**src/rtl/seg7_pkg.sv**
```systemverilog
// Shared constants for the seven-segment capture block: glyph table, blank pattern, widths.
package seg7_pkg;

    localparam int SEG_W  = 7;
    localparam int DIGITS = 4;
    localparam int NIB_W  = 4;

    localparam logic [SEG_W-1:0] SEG7_BLANK = 7'h7F;

    // Active-low glyphs indexed by the hex value they display.
    localparam logic [SEG_W-1:0] GLYPH [16] = '{
        7'h40, 7'h79, 7'h24, 7'h30, 7'h19, 7'h12, 7'h02, 7'h78,
        7'h00, 7'h18, 7'h08, 7'h03, 7'h46, 7'h21, 7'h06, 7'h0E
    };

endpackage

```
**src/rtl/seg7_capture_if.sv**
```systemverilog
// Bus bundle between the NIOS-side host (master) and the segment capture peripheral (slave).
interface seg7_capture_if;
    import seg7_pkg::*;

    logic [SEG_W-1:0]         iSEG0;
    logic [SEG_W-1:0]         iSEG1;
    logic [SEG_W-1:0]         iSEG2;
    logic [SEG_W-1:0]         iSEG3;
    logic                     iRD;
    logic [DIGITS*NIB_W-1:0]  oDIG;
    logic [DIGITS-1:0]        oVLD;
    logic                     oCHG;
    logic                     oERR;

    modport master (
        output iSEG0, iSEG1, iSEG2, iSEG3, iRD,
        input  oDIG, oVLD, oCHG, oERR
    );

    modport slave (
        input  iSEG0, iSEG1, iSEG2, iSEG3, iRD,
        output oDIG, oVLD, oCHG, oERR
    );

endinterface

```
**src/rtl/seg7_glyph_dec.sv**
```systemverilog
// Combinational decode of one active-low segment pattern to {nibble, valid, err}.
module seg7_glyph_dec
    import seg7_pkg::*;
(
    input  logic [SEG_W-1:0] seg,
    output logic [NIB_W-1:0] nibble,
    output logic             valid,
    output logic             err
);

    always_comb begin
        nibble = '0;
        valid  = 1'b0;
        err    = (seg != SEG7_BLANK);
        for (int i = 0; i < 16; i++) begin
            if (seg == GLYPH[i]) begin
                nibble = i[NIB_W-1:0];
                valid  = 1'b1;
                err    = 1'b0;
            end
        end
    end

endmodule

```
**src/rtl/seg7_capture.sv**
```systemverilog
// Samples four segment buses, commits stable patterns as decoded nibbles and keeps sticky flags.
// Optional stability filter enabled by defining SEG7_CAPTURE_FILTER_EN.
module seg7_capture
    import seg7_pkg::*;
#(
    parameter int STABLE_CYCLES = 4
) (
    input  logic          iCLK,
    input  logic          iRST,
    seg7_capture_if.slave bus
);

    localparam int RAW_W = DIGITS * SEG_W;
    localparam int DIG_W = DIGITS * NIB_W;

    if (STABLE_CYCLES < 2 || STABLE_CYCLES > 255) begin : gBadParam
        $error("seg7_capture: STABLE_CYCLES must be within 2..255");
    end

    logic [RAW_W-1:0]  segIn;
    logic [RAW_W-1:0]  s1Reg;
    logic [RAW_W-1:0]  rawReg;
    logic [DIG_W-1:0]  digReg;
    logic [DIGITS-1:0] vldReg;
    logic              chgReg, chgNext;
    logic              errReg, errNext;

    logic [DIG_W-1:0]  decDig;
    logic [DIGITS-1:0] decVld;
    logic [DIGITS-1:0] decErr;
    logic              stable;
    logic              commit;
    logic              changed;

    assign segIn = {bus.iSEG3, bus.iSEG2, bus.iSEG1, bus.iSEG0};

    for (genvar gi = 0; gi < DIGITS; gi++) begin : gDec
        seg7_glyph_dec uDec (
            .seg    (s1Reg[gi*SEG_W +: SEG_W]),
            .nibble (decDig[gi*NIB_W +: NIB_W]),
            .valid  (decVld[gi]),
            .err    (decErr[gi])
        );
    end

`ifdef SEG7_CAPTURE_FILTER_EN
    localparam logic [7:0] CNT_MAX = 8'(STABLE_CYCLES - 1);

    logic [7:0] cntReg, cntNext;

    // Count restarts on any difference against the previous sample and saturates at CNT_MAX.
    always_comb begin
        cntNext = cntReg;
        if (segIn != s1Reg) begin
            cntNext = '0;
        end else if (cntReg != CNT_MAX) begin
            cntNext = cntReg + 8'd1;
        end
    end

    always_ff @(posedge iCLK) begin
        if (iRST) begin
            cntReg <= '0;
        end else begin
            cntReg <= cntNext;
        end
    end

    assign stable = (cntReg == CNT_MAX);
`else
    assign stable = 1'b1;
`endif

    assign commit  = stable && (s1Reg != rawReg);
    assign changed = ({decDig, decVld} != {digReg, vldReg});

    // A commit that sets a flag overrides a coincident read acknowledge.
    always_comb begin
        chgNext = chgReg;
        errNext = errReg;
        if (bus.iRD) begin
            chgNext = 1'b0;
            errNext = 1'b0;
        end
        if (commit && changed) begin
            chgNext = 1'b1;
        end
        if (commit && (decErr != '0)) begin
            errNext = 1'b1;
        end
    end

    always_ff @(posedge iCLK) begin
        if (iRST) begin
            s1Reg  <= {DIGITS{SEG7_BLANK}};
            rawReg <= {DIGITS{SEG7_BLANK}};
            digReg <= '0;
            vldReg <= '0;
            chgReg <= 1'b0;
            errReg <= 1'b0;
        end else begin
            s1Reg  <= segIn;
            chgReg <= chgNext;
            errReg <= errNext;
            if (commit) begin
                rawReg <= s1Reg;
                digReg <= decDig;
                vldReg <= decVld;
            end
        end
    end

    assign bus.oDIG = digReg;
    assign bus.oVLD = vldReg;
    assign bus.oCHG = chgReg;
    assign bus.oERR = errReg;

endmodule

```
**src/flat_wrapper.sv**
```systemverilog
// flat-port wrapper written by rule: the top's interface ports become plain ports
module seg7_capture_flat import seg7_pkg::*;
#(
    parameter int STABLE_CYCLES = 4
)
  (iCLK, iRST, bus_iSEG0, bus_iSEG1, bus_iSEG2, bus_iSEG3, bus_iRD, bus_oDIG, bus_oVLD, bus_oCHG, bus_oERR);
  seg7_capture_if bus_i ();
  input  logic iCLK;
  input  logic iRST;
  input wire logic [$bits(bus_i.iSEG0)-1:0] bus_iSEG0;
  input wire logic [$bits(bus_i.iSEG1)-1:0] bus_iSEG1;
  input wire logic [$bits(bus_i.iSEG2)-1:0] bus_iSEG2;
  input wire logic [$bits(bus_i.iSEG3)-1:0] bus_iSEG3;
  input wire logic [$bits(bus_i.iRD)-1:0] bus_iRD;
  output wire logic [$bits(bus_i.oDIG)-1:0] bus_oDIG;
  output wire logic [$bits(bus_i.oVLD)-1:0] bus_oVLD;
  output wire logic [$bits(bus_i.oCHG)-1:0] bus_oCHG;
  output wire logic [$bits(bus_i.oERR)-1:0] bus_oERR;
  assign bus_i.iSEG0 = bus_iSEG0;
  assign bus_i.iSEG1 = bus_iSEG1;
  assign bus_i.iSEG2 = bus_iSEG2;
  assign bus_i.iSEG3 = bus_iSEG3;
  assign bus_i.iRD = bus_iRD;
  assign bus_oDIG = bus_i.oDIG;
  assign bus_oVLD = bus_i.oVLD;
  assign bus_oCHG = bus_i.oCHG;
  assign bus_oERR = bus_i.oERR;
  seg7_capture #(.STABLE_CYCLES(STABLE_CYCLES)) u_core (.iCLK(iCLK), .iRST(iRST), .bus(bus_i));
endmodule
```
**config.mk**
```make
export PLATFORM = sky130hd
export DESIGN_NAME = seg7_capture_flat
export DESIGN_NICKNAME = d
export VERILOG_FILES = /design/src/rtl/seg7_pkg.sv /design/src/rtl/seg7_capture_if.sv /design/src/rtl/seg7_glyph_dec.sv /design/src/rtl/seg7_capture.sv /design/src/flat_wrapper.sv
export SDC_FILE = /design/constraint.sdc
export NUM_CORES = 1
export LEC_CHECK = 0
export ABC_AREA = 1
export BUFFER_PORTS_ARGS = -buffer_cell sky130_fd_sc_hd__clkbuf_2
export CELL_PAD_IN_SITES_DETAIL_PLACEMENT = 1
export CELL_PAD_IN_SITES_GLOBAL_PLACEMENT = 1
export CORE_MARGIN = 4
export CORE_UTILIZATION = 41
export DETAILED_ROUTE_END_ITERATION = 10
export GPL_TIMING_DRIVEN = 0
export PLACE_DENSITY = 0.78
export SLEW_MARGIN = 20
export SYNTH_ARGS = -nofsm -noshare
export SYNTH_HDL_FRONTEND = slang
export SYNTH_SLANG_ARGS = --single-unit
```
**constraint.sdc**
```tcl
create_clock -name iCLK -period 1.85 [get_ports iCLK]
set_input_delay 0.0925 -clock iCLK [delete_from_list [all_inputs] [get_ports iCLK]]
set_output_delay 0.0925 -clock iCLK [all_outputs]
set_load 0.01 [all_outputs]
```
== Word level (Yosys, flattened, before mapping) ==
Cells that the tools add are included.

* Equal/unequal tests: 66
* Multiplexer cells: 191
* Reduce and logical (&&, ||, !) cells: 9

{| class="wikitable"
|+ Operators by type and width
! kind !! number
|-
| 4-bit 2-to-1 mux || 56
|-
| 1-bit 2-to-1 mux || 135
|-
| 7-bit == test, second input constant || 16
|-
| 7-bit by 5-bit == test with 1-bit output, second input constant || 12
|-
| 7-bit by 6-bit == test with 1-bit output, second input constant || 12
|-
| 7-bit by 2-bit == test with 1-bit output, second input constant || 8
|-
| 7-bit by 4-bit == test with 1-bit output, second input constant || 8
|-
| 7-bit by 3-bit == test with 1-bit output, second input constant || 4
|-
| 7-bit logical NOT || 4
|-
| 28-bit inequality test || 1
|-
| 7-bit inequality test, second input constant || 4
|-
| 20-bit inequality test || 1
|-
| 2-bit nonzero test || 2
|-
| 4-bit nonzero test || 1
|-
| 1-bit logical AND || 2
|}

* Flip-flop bits (word level): 78
* Input port bits: 31

== Logic depth before layout (Yosys ltp) ==
* Word-level depth: 20
* Mapped depth: 18

== By module ==
From an unflattened synthesis, not the netlist that was laid out.

* Cell total of the unflattened synthesis: 688
* Area total of the unflattened synthesis: 4510.6 um2

{| class="wikitable"
|+ Modules (own cells, without submodules)
! module !! instances !! cells an instance !! area each (um2)
|-
| seg7_capture || 1 || 388 || 3059.2
|-
| seg7_glyph_dec || 4 || 75 || 362.8
|}

== Worst setup path before layout ==
No wires, ideal clock.

* Kind: register -> register
* From: register u_core.s1Reg[9]
* To: register u_core.chgReg (netlist: u_core.bus.oCHG)
* Library setup time: 0.142 ns
* Arrival time: 1.558 ns
* Slack: 0.150 ns
* Stages on the path, launching flop included: 18
* Period minus slack after synthesis: 1.700 ns
* Cells stage by stage: dfxtp_1 > buf_2 > nor2_1 > nand2_1 > nor2_1 > inv_1 > o21ai_1 > nor2_1 > nand2_1 > nor2_2 > nand2_1 > nand2_1 > nor2_1 > nand2_1 > nor2_1 > nand3_1 > nand2_1 > a21oi_1

* Word-level cells in the longest chain between the ends: 20

{| class="wikitable"
|+ Ends and longest elaborated chain
! item !! line !! text
|-
| start: declaration || seg7_capture.sv:21 || <nowiki>logic [RAW_W-1:0] s1Reg;</nowiki>
|-
| start signal: assignment || seg7_capture.sv:95 || <nowiki>s1Reg <= {DIGITS{SEG7_BLANK}};</nowiki>
|-
| start signal: assignment || seg7_capture.sv:102 || <nowiki>s1Reg <= segIn;</nowiki>
|-
| 7-bit == test || seg7_glyph_dec.sv:16 || <nowiki>if (seg == GLYPH[i]) begin</nowiki>
|-
| 1-bit 2-to-1 mux (16 in series) || seg7_glyph_dec.sv:16 ||
|-
| 20-bit inequality test || seg7_capture.sv:75 || <nowiki>assign changed = ({decDig, decVld} != {digReg, vldReg});</nowiki>
|-
| 1-bit logical AND (*) || seg7_capture.sv:85 || <nowiki>if (commit && changed) begin</nowiki>
|-
| 1-bit 2-to-1 mux or 2-bit nonzero test (tied branches) || -- ||
|-
| end signal: assignment || seg7_capture.sv:103 || <nowiki>chgReg <= chgNext;</nowiki>
|-
| end: declaration || seg7_capture.sv:25 || <nowiki>logic chgReg, chgNext;</nowiki>
|}

Mark *: on every way between the ends. The rest lies on a longest branch, timed or not.
A chain may end at the register's enable or synchronous reset.

== Worst setup path after layout ==
* From: register u_core.s1Reg[16]
* To: register u_core.chgReg (netlist: u_core.bus.oCHG)

The elaborated chain is that of the path after synthesis.

==> run metrics <==
Lkg Pwr=2.72 nW; # Max-Cap Violations=0; largest net degree at the start of global routing=14; setup ws final=-0.0954 ns; main combinational cell family by area after synthesis=simple AND/OR/NAND/NOR gates; clk_skew=roughly 0.0087 ns; I/O pins=53; Syn-to-layout area delta=35.1%; Yosys cell types=36; Data arrival, critical path=2.17 ns; Adder-Cell Fraction of Synth Area=0%; footprint of the multi-input gates=roughly 2700 um2; Placer Congestion=about 0.86; worst r2r src=u_core.s1Reg[16]$_SDFF_PP1_; CP Launch Type=register; final hold slack=roughly 0.36 ns; Least-Margin Pin Slew=0.775 ns; crit share post-route=105%; Setup-failing EPs final=13; Detailed Place HPWL=9.90 mm; Power Density=606 nW/um2; Max Fclk=514 MHz; clock buffer depth=2; DRT Wirelength=between 10 and 15 mm; post-route ant nets=0; CTS buffer count=9; Peak VDD IR=355 uV; Root Driver=clkbuf_8; FF+latch area=1630 um2; Crit path max-delay family=simple AND/OR/NAND/NOR gates; Core Box Area=10300 um2; drt wl/cell=15.9 um; CP max stage delay=0.38 ns; sequence of cells on the critical path=inv_2 > nand2_1 > nor2_2 > nand2_1 > nand2_2 > nor2_1 > nand3b_1 > nand2_1 > nand2_1 > nand4_1 > nor2_2 > nand3_1 > nand2_1 > a21oi_1; most frequent cells in the layout=nand2_1, inv_1, nor2_1; Vias/cell=between 5 and 6; Reg clk slew, reported paths=0.09 ns; hold path depth=3; register area share after synthesis=36.3%; post-route core utilization=a little under three fifths; critical path class=register to register; cell accounting for the most synthesized area=dfxtp_1; Most used DFF post-synth=dfxtp_1; vias=around 4500; share of post-route cells with drive strength above 1=36.5%; Num Clock Sinks=78; most frequent CP cell=nand2_1; depth of the worst register-to-register path=14; PortBufs=52; CTS tree=done; path type of the worst min-delay path=input port to register; origin of the worst setup path=u_core.s1Reg[16]$_SDFF_PP1_; Post-Synth Simple-Gate Area=41.6%; max-slew violations=0; area share of the largest cell type after synthesis=36.3%; asr flop ratio synth=0%; Compound-Gate Fraction of Synth Area=7.88%; first-pass GRT wire length=between 20 and 25 mm; Post-Synthesis Cells=650; drt first-iter violations=119; most common cell after layout, fill and taps aside=nand2_1; Die Span X=110 um; HP Start=iRST; Synth Register Bits=78; worst reg2reg setup slack=-0.1 ns; outcome=complete, but fails checks; gr usage total=23.1%; Bufs and invs on worst path=1; worst rel slew slack=48.3%; H-tree Lvls=3; RSZ-0062 raised after global routing=true; FF-to-FF End=u_core.bus.oCHG$_SDFFE_PP0P_; endpoints failing hold=0; total number of yosys warnings=0; Net count, final=about 800; overall die area=between 10000 and 15000 um2; # fillers=1354; Hold Path End=u_core.s1Reg[4]$_SDFF_PP1_; Initial Util=around two fifths; number of synthesized flops with an enable pin=0; Clk Latency, worst-skew pair=~0.37 ns; crit-path max FO=6; crit end category=register; total grt overflow=0; initial antenna violation count=0; vias in the first global route=a little under 5000; mux cell area share after synthesis=0%; Synth Area in XOR/XNOR=just under 5%; CP Data Required Time=roughly 2.1 ns; row cnt=37; Worst path slowest cell=dfxtp_4; Initial DRT Pass Iterations=4; Synth Net Count=681; Area contributors post-synth=dfxtp_1, nand2_1, nor2_1; die height=110 um; DRC=0; Tmin final=~2 ns; failing checks=setup timing; Mapped Avg Cell Area=roughly 6.6 um2; synthesized cell area=roughly 4300 um2
power breakdown:
group          switching, mW  internal, mW  total [mW]
logic                  0.271         0.216       0.487
clock network          0.704         0.517        1.22
registers             0.0743          1.74        1.81
total                   1.05          2.47        3.52
worst max path at each step:
stage / endpoint / slack (ns) / cells after the start
floorplan: u_core.bus.oCHG$_SDFFE_PP0P_ / 0.15 / 17
global route: u_core.bus.oCHG$_SDFFE_PP0P_ / -0.26 / 16
global placement: u_core.bus.oDIG[5]$_SDFFE_PP0P_ / -0.26 / 10
detailed placement: u_core.bus.oDIG[5]$_SDFFE_PP0P_ / -0.33 / 10
CTS: u_core.bus.oCHG$_SDFFE_PP0P_ / -0.08 / 16
finish: u_core.bus.oCHG$_SDFFE_PP0P_ / -0.1 / 14
routing by layer:
metal / global-route usage, % / share of wire [%] / vias up
met4: 8.95 / 2.8 / 0
li1: - / - / 2257
met2: 42.5 / 54 / 74
met5: 0 / 0 / -
met3: 3.40 / 2.2 / 34
met1: 26.6 / 41 / 2144
final cells by class:
| class | count | area share (%) |
|---|---|---|
| antenna | 1 | 0.0430 |
| buffer | 17 | 2.35 |
| clock buffer | 10 | 2.37 |
| clock inverter | 6 | 0.646 |
| inverter | 83 | 5.49 |
| multi-input combinational | 471 | 46.2 |
| sequential | 78 | 28.0 |
| tap | 136 | 2.93 |
| timing repair buffer | 96 | 12.0 |
worst min-delay path, delay by kind of cell:
| family | cells | cell delay, ns |
|---|---|---|
| buffers and inverters | 2 | 0.44 |
| and+or+nand+nor | 1 | 0.17 |
metrics by stage:
step           setup slack (ns)  power, mW  instances  TNS [ns]  cell area [um2]
6_report                -0.0954       3.52        898    -0.724             5810
4_1_cts                 -0.0846       3.51        888    -0.424             5500
3_3_place_gp             -0.264       2.21        838     -4.16             4730
3_5_place_dp             -0.327       2.23        838     -5.50             4730
5_1_grt                  -0.261       3.69        897     -2.99             5810
2_1_floorplan             0.150       2.09        650         0             4300
flip-flops by register name, summed over array words and instances (netlist names):
register	count
u_core.rawReg	28
u_core.s1Reg	28
u_core.bus.oDIG	16
u_core.bus.oVLD	4
u_core.bus.oCHG	1
u_core.bus.oERR	1
logic make-up after synthesis:
kind of cell,Yosys count
and+or+nand+nor,395
buffers and inverters,101
DFF,78
AOI/OAI and AO/OA,52
xor gates and xnor gates,24
Yosys cell counts (all sizes together), types with 3 or more instances:
| master | instances |
|---|---|
| a211oi | 9 |
| nand3b | 3 |
| nor3 | 12 |
| nand4 | 21 |
| xor2 | 9 |
| nand3 | 51 |
| o21ai | 15 |
| a21oi | 20 |
| or2 | 34 |
| inv | 83 |
| nand2 | 170 |
| o21bai | 3 |
| buf | 9 |
| nor2 | 102 |
| xnor2 | 15 |
| clkbuf | 9 |
| dfxtp | 78 |
repair_timing:
action                                  4_1_cts  5_1_grt
gates resized for setup                      98       73
endpoints found under the hold margin        29        0
hold buffers                                 29        0
endpoints found under the setup margin       22       22
pin swaps                                    19       28
cloned                                        0        1
setup buffers                                 5        9
Note: power is estimated with default switching activity, not from simulation.
